## src/rtl/pool_max2x2.sv

```systemverilog
// rtl/pool_max2x2.sv - 2x2 stride-2 signed max-pool over a raster conv/ReLU stream
// POOL_BINARIZE_EN: output +1/-1 against BIN_THR instead of the pooled value.
module pool_max2x2 #(
  parameter int DW = 32,
`ifdef POOL_BINARIZE_EN
  parameter logic signed [DW-1:0] BIN_THR = '0,
`endif
  parameter int W0 = 24,
  parameter int W1 = 8
) (
  input  logic          clk,
  input  logic          rstn,
  input  logic          state,
  input  logic          ivalid,
  input  logic [DW-1:0] din,
  input  logic          idone,
  output logic          ovalid,
  output logic [DW-1:0] dout,
  output logic          done,
  output logic          frame_err
);
  localparam int CW = $clog2(W0);
  localparam int LD = W0 / 2;
  localparam logic [CW-1:0] LAST0 = CW'(W0 - 1);
  localparam logic [CW-1:0] LAST1 = CW'(W1 - 1);

  logic [CW-1:0]        col_q, col_d, row_q, row_d;
  logic                 frame_act_q, frame_act_d, sel_q, sel_d;
  logic [DW-1:0]        hold_q, hold_d;
  logic [DW-1:0]        lbuf_q [LD];
  logic [DW-1:0]        lbuf_d [LD];
  logic                 ovalid_q, ovalid_d, done_q, done_d, frame_err_q, frame_err_d;
  logic [DW-1:0]        dout_q, dout_d;

  logic [CW-1:0]        last_idx;
  logic [CW-2:0]        lidx;
  logic                 at_last_col, at_last_row, frame_end;
  logic signed [DW-1:0] hmax, lmax, pmax, res;

  always_comb begin
    // Map size is captured from state on the first pixel and held for the frame.
    sel_d       = (ivalid && !frame_act_q) ? state : sel_q;
    last_idx    = sel_d ? LAST1 : LAST0;
    at_last_col = (col_q == last_idx);
    at_last_row = (row_q == last_idx);
    frame_end   = at_last_col && at_last_row;
    lidx        = col_q[CW-1:1];

    hmax = ($signed(din) > $signed(hold_q)) ? $signed(din) : $signed(hold_q);
    lmax = $signed(lbuf_q[lidx]);
    pmax = (lmax > hmax) ? lmax : hmax;
`ifdef POOL_BINARIZE_EN
    res  = (pmax > BIN_THR) ? DW'(1) : '1;
`else
    res  = pmax;
`endif

    col_d       = col_q;
    row_d       = row_q;
    frame_act_d = frame_act_q;
    hold_d      = hold_q;
    lbuf_d      = lbuf_q;
    ovalid_d    = 1'b0;
    dout_d      = '0;
    done_d      = 1'b0;
    frame_err_d = 1'b0;

    if (ivalid) begin
      frame_act_d = 1'b1;
      if (!col_q[0]) begin
        hold_d = din;
      end else if (!row_q[0]) begin
        lbuf_d[lidx] = hmax;
      end else begin
        ovalid_d = 1'b1;
        dout_d   = res;
        done_d   = frame_end;
      end

      // A premature idone aborts the frame after this pixel's own work is done.
      if (idone && !frame_end) begin
        frame_err_d = 1'b1;
        col_d       = '0;
        row_d       = '0;
        frame_act_d = 1'b0;
      end else if (at_last_col) begin
        col_d = '0;
        if (at_last_row) begin
          row_d       = '0;
          frame_act_d = 1'b0;
        end else begin
          row_d = row_q + CW'(1);
        end
      end else begin
        col_d = col_q + CW'(1);
      end
    end
  end

  always_ff @(posedge clk or negedge rstn) begin
    if (!rstn) begin
      col_q       <= '0;
      row_q       <= '0;
      frame_act_q <= 1'b0;
      sel_q       <= 1'b0;
      ovalid_q    <= 1'b0;
      dout_q      <= '0;
      done_q      <= 1'b0;
      frame_err_q <= 1'b0;
    end else begin
      col_q       <= col_d;
      row_q       <= row_d;
      frame_act_q <= frame_act_d;
      sel_q       <= sel_d;
      ovalid_q    <= ovalid_d;
      dout_q      <= dout_d;
      done_q      <= done_d;
      frame_err_q <= frame_err_d;
    end
  end

  always_ff @(posedge clk) begin
    hold_q <= hold_d;
    lbuf_q <= lbuf_d;
  end

  assign ovalid    = ovalid_q;
  assign dout      = dout_q;
  assign done      = done_q;
  assign frame_err = frame_err_q;
endmodule

```

## config.mk

```make
export PLATFORM = sky130hd
export DESIGN_NAME = pool_max2x2
export DESIGN_NICKNAME = d
export VERILOG_FILES = /design/src/rtl/pool_max2x2.sv
export SDC_FILE = /design/constraint.sdc
export NUM_CORES = 1
export LEC_CHECK = 0
export CORE_UTILIZATION = 52
export DETAILED_ROUTE_END_ITERATION = 10
export PLACE_DENSITY = 0.7
export REMOVE_ABC_BUFFERS = 1
export SYNTH_ARGS = -nofsm -noshare
export SYNTH_HDL_FRONTEND = slang
export SYNTH_SLANG_ARGS = --single-unit
```

## constraint.sdc

```tcl
create_clock -name clk -period 11.7 [get_ports clk]
set_input_delay 2.34 -clock clk [delete_from_list [all_inputs] [get_ports clk]]
set_output_delay 2.34 -clock clk [all_outputs]
set_load 0.005 [all_outputs]
```

# Word-level counts from Yosys, hierarchy flattened
# Index checks and enable logic that the tools add are counted.
# op_classes
mux	29
reduce_logical	10
bitwise_logic	3
n_div	0
shifts	0
n_eq_ne	2
n_lt_le_gt_ge	4
addsub	2
n_mul	0
# ops
cell	count
384-bit bitwise mux	1
32-bit 2-to-1 mux	8
32-bit binary-select mux with 4-bit select	1
32-bit demux with 4-bit select	1
32-bit greater-than comparator	2
5-bit 2-to-1 mux	6
1-bit 2-to-1 mux	12
5-bit by 1-bit adder with 5-bit output, second input constant	2
5-bit equality test	2
5-bit >= comparator, second input constant	1
5-bit by 1-bit less-than comparator with 1-bit output, second input constant	1
4-bit NOT with 5-bit output	1
1-bit logical AND	4
2-bit AND reduction	2
3-bit AND reduction	1
1-bit zero test	2
1-bit NOT	2
2-bit nonzero test	1
# totals
out_inout_bits	35
ramBits	0
inputBits	37
word_cells	71
mem_count	0
regBits	463
rom_bits	0
latchBits	0

# Longest topological paths before layout
# logic_depth
word_depth	10
mapped_depth	24
ltp_nobuf	21

# Least setup slack after synthesis
# OpenSTA, ideal clock, no wires.
# synth_path
path_type	input port to flip-flop
from	input din[30]
to	register dout_q[10] (netlist: dout[10])
setup_ps	124
path_buffers	3
t_required_ps	11576
slack_ps	4485
t_arrival_ps	7091
stages	23
cell_sequence	ha_1 a21oi_1 nand2_1 a221oi_1 nand3_1 o311a_1 nor2_1 clkbuf_1 mux2i_1 ha_1 a21o_1 a21o_1 a21o_1 a21o_1 a2111oi_0 o21ai_0 o21ai_0 o221a_2 a221oi_1 or2_1 buf_4 buf_6 mux2i_1
# synth_between
elab_chain_cells	7
# synth_lines
item	line	source
start: declaration	15	input logic [DW-1:0] din,
32-bit greater-than comparator	49	hmax = ($signed(din) > $signed(hold_q)) ? $signed(din) : $signed(hold_q);
32-bit 2-to-1 mux *	49	
32-bit greater-than comparator	51	pmax = (lmax > hmax) ? lmax : hmax;
32-bit 2-to-1 mux *	51	
32-bit 2-to-1 mux *	72	end else if (!row_q[0]) begin
32-bit 2-to-1 mux *	70	if (!col_q[0]) begin
32-bit 2-to-1 mux *	68	if (ivalid) begin
named net dout_d[10]	33	logic [DW-1:0] dout_q, dout_d;
end signal: assignment	116	dout_q <= dout_d;
end: declaration	33	
# The timed path passes the listed nets; every way through them passes the cells marked *.
# A chain may end at the register's enable or synchronous reset.

# Final worst setup path
# layout_path
from	input din[15]
to	register dout_q[28] (netlist: dout[28])
# The elaborated chain is that of the path after synthesis.

==> impl_metrics.env <==
export IMPL_status="complete, no violations"
export IMPL_synth_cells=1135
export IMPL_final_core_util_pct=60.7
export IMPL_worstSetupPathType="input port to register"
export IMPL_holdCritStartpoint="frame_act_q"
export IMPL_slew_headroom_pct=22.8
export IMPL_met1_length_mm=19.1
export IMPL_core_area_sq_um=37500
export IMPL_post_cts_buffers=0
export IMPL_dp_hpwl_mm=26.5
export IMPL_routed_wl_mm=45.0
export IMPL_grt_pass1_vias=10905
export IMPL_die_h_microns=197
export IMPL_total_power_mw=4.15
export IMPL_antenna_found_initial=1
export IMPL_initial_utilization_pct=52.7
export IMPL_drt_iter0_drc=882
export IMPL_crit_start="din[15]"
export IMPL_postPlaceCellArea_sq_um=21200
export IMPL_worstHoldPathType="register to register"
export IMPL_p_per_area_nw_per_um2=182
export IMPL_wl_met2_mm=21.6
export IMPL_synth_seq_area_share_pct=69.2
export IMPL_nNetsFinal=1336
export IMPL_syn_area_sq_um=19800
export IMPL_skew_ns=0.0166
export IMPL_min_period_over_period_pct=75.6
export IMPL_cts_htree_levels=2
export IMPL_final_hold_viol_count=0
export IMPL_cts_tree="yes"
export IMPL_gp_congestion=0.855
export IMPL_grt_overflow=0
export IMPL_cts_root_buffer="clkbuf_16"
export IMPL_p_leak_nw=8.10
export IMPL_ios=72
export IMPL_fp_dieArea_sq_um=38800
export IMPL_yosysWarnings=0
export IMPL_port_buffers=71
export IMPL_cp_end_kind="register"
export IMPL_rsz0062_at_grt="false"
export IMPL_drv_cap=0
export IMPL_clock_latency_ns=0.57
export IMPL_irDropWorstVdd_mv=0.144
export IMPL_drt_pass1_iterations=5
export IMPL_clockBufferDepth=3
export IMPL_fin_ws_ns=2.85
export IMPL_synth_async_reset_ratio_pct=10.2
export IMPL_post_route_cell_area_sq_um=22800
export IMPL_vias=10775
export IMPL_wl_per_cell_microns=25.2
export IMPL_cts_sinks=463
export IMPL_grt_pass1_wl_mm=67.8
export IMPL_fin_crit_ns=8.85
export IMPL_clk_pin_slew_ns=0.06
export IMPL_tns_ns=0
export IMPL_critical_path_required_ns=12.18
export IMPL_rr_startpoint="hold_q[14]"
export IMPL_hold_slack_ns=0.480
export IMPL_grt_util_all_layers_pct=24.1
export IMPL_synth_edf_count=416
export IMPL_n_fill_cell=2828
export IMPL_worstSetupStartpointType="input port"
export IMPL_synth_main_ff_cell="edfxtp_1"
export IMPL_ys_ff_latch=463
export IMPL_wl_met3_mm=2.91
export IMPL_dr_max_layer_used="met4"
export IMPL_finalMaxSlewViolations=0
export IMPL_fmax_mhz=113
export IMPL_stdcell_count=1785
export IMPL_cts_made_buffers=48
export IMPL_drive_gt1_share_pct=17.8
export IMPL_grt_max_degree=62
export IMPL_area_growth_pct=15.2
export IMPL_cp_arrival_ns=9.32
export IMPL_synth_avg_cell_area_sq_um=17.4
export IMPL_die_w_microns=197
export IMPL_pre_cts_slack_ns=2.27
export IMPL_setup_viol=0
export IMPL_tightestPinTransition_ns=1.16
export IMPL_yosysUniqueCellTypes=56
export IMPL_cts_repair_resized=0
export IMPL_rows=71
export IMPL_place_inst=1696
export IMPL_hold_buffers=0
export IMPL_drt_antenna_violating_nets=0
export IMPL_crit_fanout=23
export IMPL_drc=0
export IMPL_vias_per_cell=6.04
logic make-up after synthesis:
logic type               after synthesis  share of synthesized area [%]
flip-flops                           463                           69.2
AND/OR/NAND/NOR                      190                           4.58
multiplexers                         188                           15.6
buffers and inverters                117                           2.36
AO/OA/AOI/OAI                        105                           3.86
adder cells (fa/ha/maj)               65                           4.11
XOR/XNOR                               7                          0.310
sequential cells by signal (all words and copies together) (netlist names):
signal	count
sel_q	1
done	1
frame_err	1
lbuf_q	384
frame_act_q	1
row_q	5
col_q	5
hold_q	32
ovalid	1
dout	32
Yosys cell counts, drive strengths merged, types with 2 or more instances:
| library cell | instances | area [sq um] |
|---|---|---|
| edfxtp | 416 | 12500 |
| mux4 | 96 | 2160 |
| nand2 | 93 | 349 |
| mux2i | 91 | 911 |
| inv | 68 | 255 |
| ha | 64 | 801 |
| dfrtp | 47 | 1180 |
| o2bb2ai | 30 | 263 |
| clkbuf | 27 | 101 |
| nor2 | 26 | 97.6 |
| a21oi | 25 | 125 |
| buf | 21 | 105 |
| o21ai | 18 | 90.1 |
| nand4 | 15 | 100 |
| nand3 | 12 | 60.1 |
| a21o | 10 | 75.1 |
| nor3 | 9 | 45.0 |
| nor2b | 5 | 31.3 |
| nor4 | 5 | 31.3 |
| and4 | 4 | 35.0 |
| nand2b | 4 | 25.0 |
| xor2 | 4 | 35.0 |
| a211oi | 3 | 22.5 |
| a221oi | 3 | 26.3 |
| and2 | 3 | 18.8 |
| and3 | 3 | 23.8 |
| xnor2 | 3 | 26.3 |
| a21boi | 2 | 15.0 |
| nand3b | 2 | 15.0 |
| nor3b | 2 | 15.0 |
| o211ai | 2 | 15.0 |
| o22ai | 2 | 12.5 |
| or3 | 2 | 17.5 |
| or4 | 2 | 15.0 |
path summary, 6_finish.rpt:
path / slack, ns / cells past startpoint / to
setup reg to reg: 4.71 / 21 / dout[28]
hold / removal: 0.48 / 2 / frame_act_q
min in group asynchronous: 1.93 / 2 / dout[2]
max in group asynchronous: 9.16 / 2 / col_q[1]
setup / recovery: 2.85 / 21 / dout[28]
hold reg to reg: 0.48 / 2 / frame_act_q
layer usage:
layer / global-route usage [%] / vias to the layer above
met5: 0 / -
met4: 9.02 / 0
met3: 3.78 / 92
met2: 38.5 / 363
met1: 33.9 / 5632
li1: - / 4688
critical path, cell delays in order:
cell and delay (ns):
clkdlybuf4s50_1 0.48, ha_1 0.33, nand4_1 0.32, nor4_1 0.67, a21boi_0 0.31, o21a_1 0.16
nor4_1 0.09, nor2_4 0.78, buf_4 0.37, mux2i_1 0.34, ha_1 0.26, nand4_1 0.09
nor3_1 0.36, nand2_1 0.20, nor2_1 0.26, nand2_1 0.09, o221a_2 0.29, a221oi_1 0.32
or2_2 0.47, buf_4 0.50, mux2i_1 0.29
cells in the final DEF, fill, tap and decap left out, types with 5 or more instances in the layout:
master,count
mux2i_1,91
nor2_1,17
ha_1,64
o2bb2ai_1,30
o21ai_0,18
nor3_1,5
clkdlybuf4s50_1,70
a21o_1,10
buf_4,27
edfxtp_1,416
clkinv_2,12
nor4_1,5
clkbuf_1,12
bufinv_16,5
inv_1,67
dfrtp_1,44
clkbuf_16,49
nor2_4,9
nand4_1,14
mux4_2,96
nand2_1,93
a21oi_1,25
nand3_1,12
where the power goes:
| part | internal [mW] | total (mW) | switching (mW) |
|---|---|---|---|
| clock network | 0.897 | 1.52 | 0.618 |
| logic | 0.293 | 0.691 | 0.398 |
| registers | 1.90 | 1.94 | 0.0389 |
| total | 3.09 | 4.15 | 1.06 |
final cells by class:
cell class	count	area [sq um]	share of cell area [%]
repair buffers	98	908	3.99
diodes	1	2.50	0.0110
well taps	511	639	2.81
multi-input cells	555	5720	25.1
inverters	69	259	1.14
clock buffers	64	1310	5.76
clock inverters	24	249	1.09
flip-flops and latches	463	13700	60.1
(Power assumes the default switching activity.)
==> patch 1: new RTL, config.mk and constraints unchanged <==
The parameter `W0` goes from 24 to 48.
--- a/src/rtl/pool_max2x2.sv
+++ b/src/rtl/pool_max2x2.sv
@@ -5,7 +5,7 @@
 `ifdef POOL_BINARIZE_EN
   parameter logic signed [DW-1:0] BIN_THR = '0,
 `endif
-  parameter int W0 = 24,
+  parameter int W0 = 48,
   parameter int W1 = 8
 ) (
   input  logic          clk,
Formal check against the unedited RTL: same outputs for any inputs over 4 cycles, from zero or initial values and one cycle with rstn low; that may be too few to reach the edited logic, so the function may still have changed.
==> patch 1 against the original RTL <==
Synthesized area grew 73%. Highest routed layer is now met5. Register-to-register slack lost 0.30 ns. Clock skew grew 0.0051 ns. First-iteration DRC count grew to 2.6 times the old value. Wire length grew 89%. Final area grew 72%. Total power grew 76%. Setup slack lost 0.27 ns. Sequential cell count grew 386.
==> patch 1: results (changes against the original RTL) <==
Layout
  • Layout cell share with drive strength beyond 1: 0.225 (+0.0475)
  • Fillers: 4,617 (+63%)
  • Nets@finish: 2,032 (+52%)

Min path
  • Hold Startpoint: row_q[1]
  • WHS Endpoint: row_q[1]

Place
  • DP Worst Slack: 1.68 ns (-0.594 ns)
  • DP Wirelength: 46.8 mm (+76%)
  • GPL Wtd Cong: 0.872 (+2.0%)

Critical path
  • Crit path max fanout: 39 (+70%)
  • R2r endpoint: dout[29]
  • Slowest-stage cell, CP: nor4_1
  • Reg2reg start: hold_q[15]
  • Flop2flop setup slack: 4.41 ns (-0.30 ns)

Synthesis
  • Fraction of registers with async set/reset: 0.0577 (-0.0438)
  • Sequential-to-total area share from yosys stat: 0.740 (+0.0481)
  • Area contributors post-synth: edfxtp_1 (70%), mux4_2 (13%), dfrtp_1 (3.6%), ha_1 (2.3%), a22oi_1 (2.1%)
  • Yosys cell types: 60 (+7.1%)
  • Most common library cells after synthesis: edfxtp_1 (800), mux4_2 (192), nand2_1 (127)

Global routing
  • Met1 usage: 0.372 (+0.0333)
  • Vias in the first global route: 18,300 (+67%)
  • Routing usage on met3: 0.0507 (+0.0129)
  • Largest net degree at the start of global routing: 93 (+50%)
  • Total GRT Usage: 0.262 (+0.0202)
  • Initial antenna violation count: 5 (+4)

Run status
  • Status: finished, final reports clean

Drt
  • Initial DRC count: 2,319 (+160%)

Power
  • P_leak: 12.8 nW (+58%)

Clocking
  • H-Tree Depth: 3 (+1)

Timing
  • Slew headroom: 0.366 (+0.139)
  • Clk_skew: 0.0217 ns (+0.00509 ns)
patch 1: how the worst max path moves through the flow:
stage	to	slack, ns	cells after the start
2_1_floorplan	dout[10]	0.17	14
3_3_place_gp	dout[0]	2.18	21
3_5_place_dp	dout[26]	1.68	21
4_1_cts	dout[26]	2.32	21
5_1_grt	dout[29]	2.21	24
6_report	dout[29]	2.58	24
patch 1: cells by family (layout without fill, tap and decap cells):
logic type | after synthesis | in the layout | share of synthesized area
compound gates | 207 | 207 | 0.0412
xor+xnor | 4 | 4 | 0.00103
fa+ha+maj | 64 | 64 | 0.0235
buf+inv | 158 | 367 | 0.0190
flops | 849 | 849 | 0.740
mux | 227 | 227 | 0.137
simple gates | 282 | 282 | 0.0384
patch 1: power by group through the flow:
stage | combinational (mW) | clock, mW | sequential (mW)
after CTS | 1.07 | 2.73 | 3.54
after detailed placement | 1.06 | 0 | 3.60
after floorplan | 0.742 | 0 | 3.65
final | 1.07 | 2.69 | 3.54
after global placement | 1.03 | 0 | 3.60
after global routing | 1.15 | 2.84 | 3.54
patch 1: through the flow:
stage                     utilization  hold WS [ns]  total power, mW
after floorplan                     -         0.458             4.40
after global placement          0.561         0.476             4.63
after detailed placement        0.561         0.491             4.66
after CTS                       0.604         0.505             7.34
after global routing            0.604         0.536             7.53
final                           0.604         0.505             7.30
patch 1: layout make-up:
class	instances	area share
flip-flops and latches	849	0.647
repair buffers	143	0.0322
clock buffers	103	0.0581
well taps	855	0.0274
multi-input cells	784	0.216
inverters	69	0.00663
clock inverters	52	0.0127
patch 1: metal layers:
layer,part of all wire,up-vias
met5,0.00092,-
met2,0.47,973
met4,0.034,10
li1,-,7559
met3,0.098,166
met1,0.40,9509
patch 1: worst min-delay path, stage by stage (launching register included):
cell	delay, ns
dfrtp_1	0.37
nand2_1	0.06
nand2_1	0.05
==> patch 2: new RTL, same flow settings <==
Made on the original files. Register the output `frame_err` once more, without a reset; this adds one clock of latency there. The other outputs are not delayed to match.
--- a/src/rtl/pool_max2x2.sv
+++ b/src/rtl/pool_max2x2.sv
@@ -127,6 +127,8 @@
   assign ovalid    = ovalid_q;
   assign dout      = dout_q;
   assign done      = done_q;
-  assign frame_err = frame_err_q;
+  always_ff @(posedge clk) begin
+    frame_err <= frame_err_q;
+  end
 endmodule
 
Behaviour: not the same (a bounded check fails within 4 cycles, from zero or initial values and one cycle with rstn low).
==> patch 2 against the original RTL <==
Total power down 0.57%. Final area about the same. Sequential cell count up 1. Setup slack worse by 0.053 ns. Synthesized area up 0.10%. First-iteration DRC count up 9.4%. Via count up 0.25%. Sequential share of layout area up 0.11 points. Non-clock buffer count up 1. Wire length up 2.5%. Hold slack worse by 0.14 ns. Count of clock-buffer cells in the layout up 14. Critical endpoint is now dout[6]. Largest cell class unchanged. Highest routed layer unchanged.
==> patch 2: results (changes against the original RTL) <==
Drt
  • Initial DRC count: 965 (+9.4%)
  • Per-cell routed wire length: 25.9 µm (+2.5%)
  • Vias/cell: 6.05 (+0.31%)
  • Routed WL: 46.1 mm (+2.5%)
  • TritonRoute pass-1 iters: 5 (unchanged)

Clocking
  • Skew-Pair Late Insertion Delay: 0.56 ns
  • Post-CTS Resized: 0 (unchanged)
  • TritonCTS buffer count: 46 (-4.2%)
  • Setup bufs post-CTS: 0 (unchanged)

Critical path
  • R2R depth: 23 (+9.5%)
  • Crit path max fanout: 22 (-4.3%)
  • CP Data Arrival Time: 9.36 ns (+0.04 ns)
  • Worst path top cell family by delay: simple AND/OR/NAND/NOR gates
  • Slowest-stage cell, CP: nor2_4
  • R2r endpoint: dout[6]
  • Flop2flop setup slack: 4.69 ns (-0.02 ns)
  • Critical path's largest stage delay: 0.67 ns (-0.11 ns)

Global routing
  • First-pass GRT wire length: 69.0 mm (+1.8%)
  • Total GRT Usage: 0.246 (+0.00497)
  • Routing usage on met3: 0.0405 (+0.00265)
  • Largest net degree at the start of global routing: 62 (unchanged)
  • Vias in the first global route: 10,900 (-0.037%)
  • Met1 usage: 0.363 (+0.0243)
  • M2 GR Usage: 0.380 (-0.00419)
  • Initial antenna violation count: 0 (-1)

Place
  • Placed cells: 1,698 (+0.12%)
  • Area after DPL: 21,200 µm² (+0.13%)
  • GPL Wtd Cong: 0.890 (+4.0%)
  • Port buffer count: 71 (unchanged)
  • DP Wirelength: 26.8 mm (+1.2%)

Timing
  • Clk_skew: 0.0175 ns (+0.000936 ns)
  • Slew headroom: 0.388 (+0.161)
  • Hold WS: 0.341 ns (-0.139 ns)

Synthesis
  • Synth Area in Adders: 0.0411 (-0.0000416)
  • Fraction of registers with async set/reset: 0.101 (-0.000219)
  • Average size of a mapped cell: 17.4 µm² (about the same)
  • Area contributors post-synth: edfxtp_1 (63%), mux4_2 (11%), dfrtp_1 (5.9%), mux2i_1 (4.6%), ha_1 (4.0%)
  • Mux contribution to synthesized area: 0.156 (-0.000158)
  • Sequential-to-total area share from yosys stat: 0.692 (about the same)
  • Post-Synth XOR/XNOR Area: 0.00310 (-0.00000314)
  • Yosys cell types: 57 (+1.8%)
  • Compound-Gate Fraction of Synth Area: 0.0386 (-0.0000391)

Layout
  • Fillers: 2,741 (-3.1%)
  • Diode count: 0 (-1)
  • Max reg flops: 384 (unchanged)
  • Layout cell share with drive strength beyond 1: 0.171 (-0.00628)
  • Nets@finish: 1,336 (unchanged)
  • Largest register by flop count: lbuf_q

Min path
  • HP Class: reg -> reg
  • Hold Crit Depth: 0 (-2)
  • Hold Startpoint: frame_err_q
  • WHS Endpoint: frame_err

Run status
  • Status: finished, final reports clean

Power
  • P_leak: 8.09 nW (-0.14%)
  • Max VDD drop: 122 µV (-15%)

Job
  • MaxCap Viol Count: 0 (unchanged)

Floorplan
  • Initial Utilization: 0.526 (-0.000713)
==> patch 2: cell types whose count changed in the layout (fill, tap and decap cells not counted), moves of 2 or more <==
cell        delta
bufinv_16      -2
clkbuf_1       +9
clkbuf_8       +5
clkinv_1       -2
clkinv_2       -9
clkinvlp_4     -2
==> patch 2: area by class of cell <==
class | instances | area, µm² | area share
inverters | 69 | 259 | 0.0114
clock buffers | 78 | 1420 | 0.0622
flip-flops and latches | 464 | 13700 | 0.602
repair buffers | 99 | 916 | 0.0402
multi-input cells | 555 | 5720 | 0.251
well taps | 511 | 639 | 0.0281
clock inverters | 8 | 113 | 0.00495
==> patch 2: cells by family after synthesis <==
family,Yosys count
flops,464
buf+inv,117
compound gates,105
simple gates,190
fa+ha+maj,65
mux,188
xor+xnor,7
==> patch 2: routing by layer <==
layer	up-vias	part of all wire
li1	4678	-
met1	5582	0.43
met2	447	0.47
met3	95	0.073
met4	0	0.027
met5	-	0
==> patch 2: power breakdown <==
group          leakage (nW)  total, mW  internal, mW  switching, mW
logic                  2.93      0.698         0.293          0.405
clock network         0.743       1.49         0.886          0.602
registers              4.41       1.94          1.90         0.0332
total                  8.09       4.12          3.08           1.04
==> patch 2: worst max path at each step <==
stage          startpoint  endpoint  slack (ns)  cells past startpoint
2_1_floorplan     din[30]   dout[0]        2.43                     20
3_3_place_gp      din[14]  dout[23]        2.56                     23
3_5_place_dp      din[14]  dout[19]        2.50                     21
4_1_cts           din[14]   dout[6]        3.03                     23
5_1_grt           din[14]  dout[22]        2.54                     21
6_report          din[14]   dout[6]        2.80                     23
==> patch 2: stage by stage <==
step | setup WS, ns | power, mW
finish | 2.80 | 4.12
global route | 2.54 | 4.27
CTS | 3.03 | 4.15
detailed placement | 2.50 | 2.67
global placement | 2.56 | 2.65
floorplan | 2.43 | 2.46
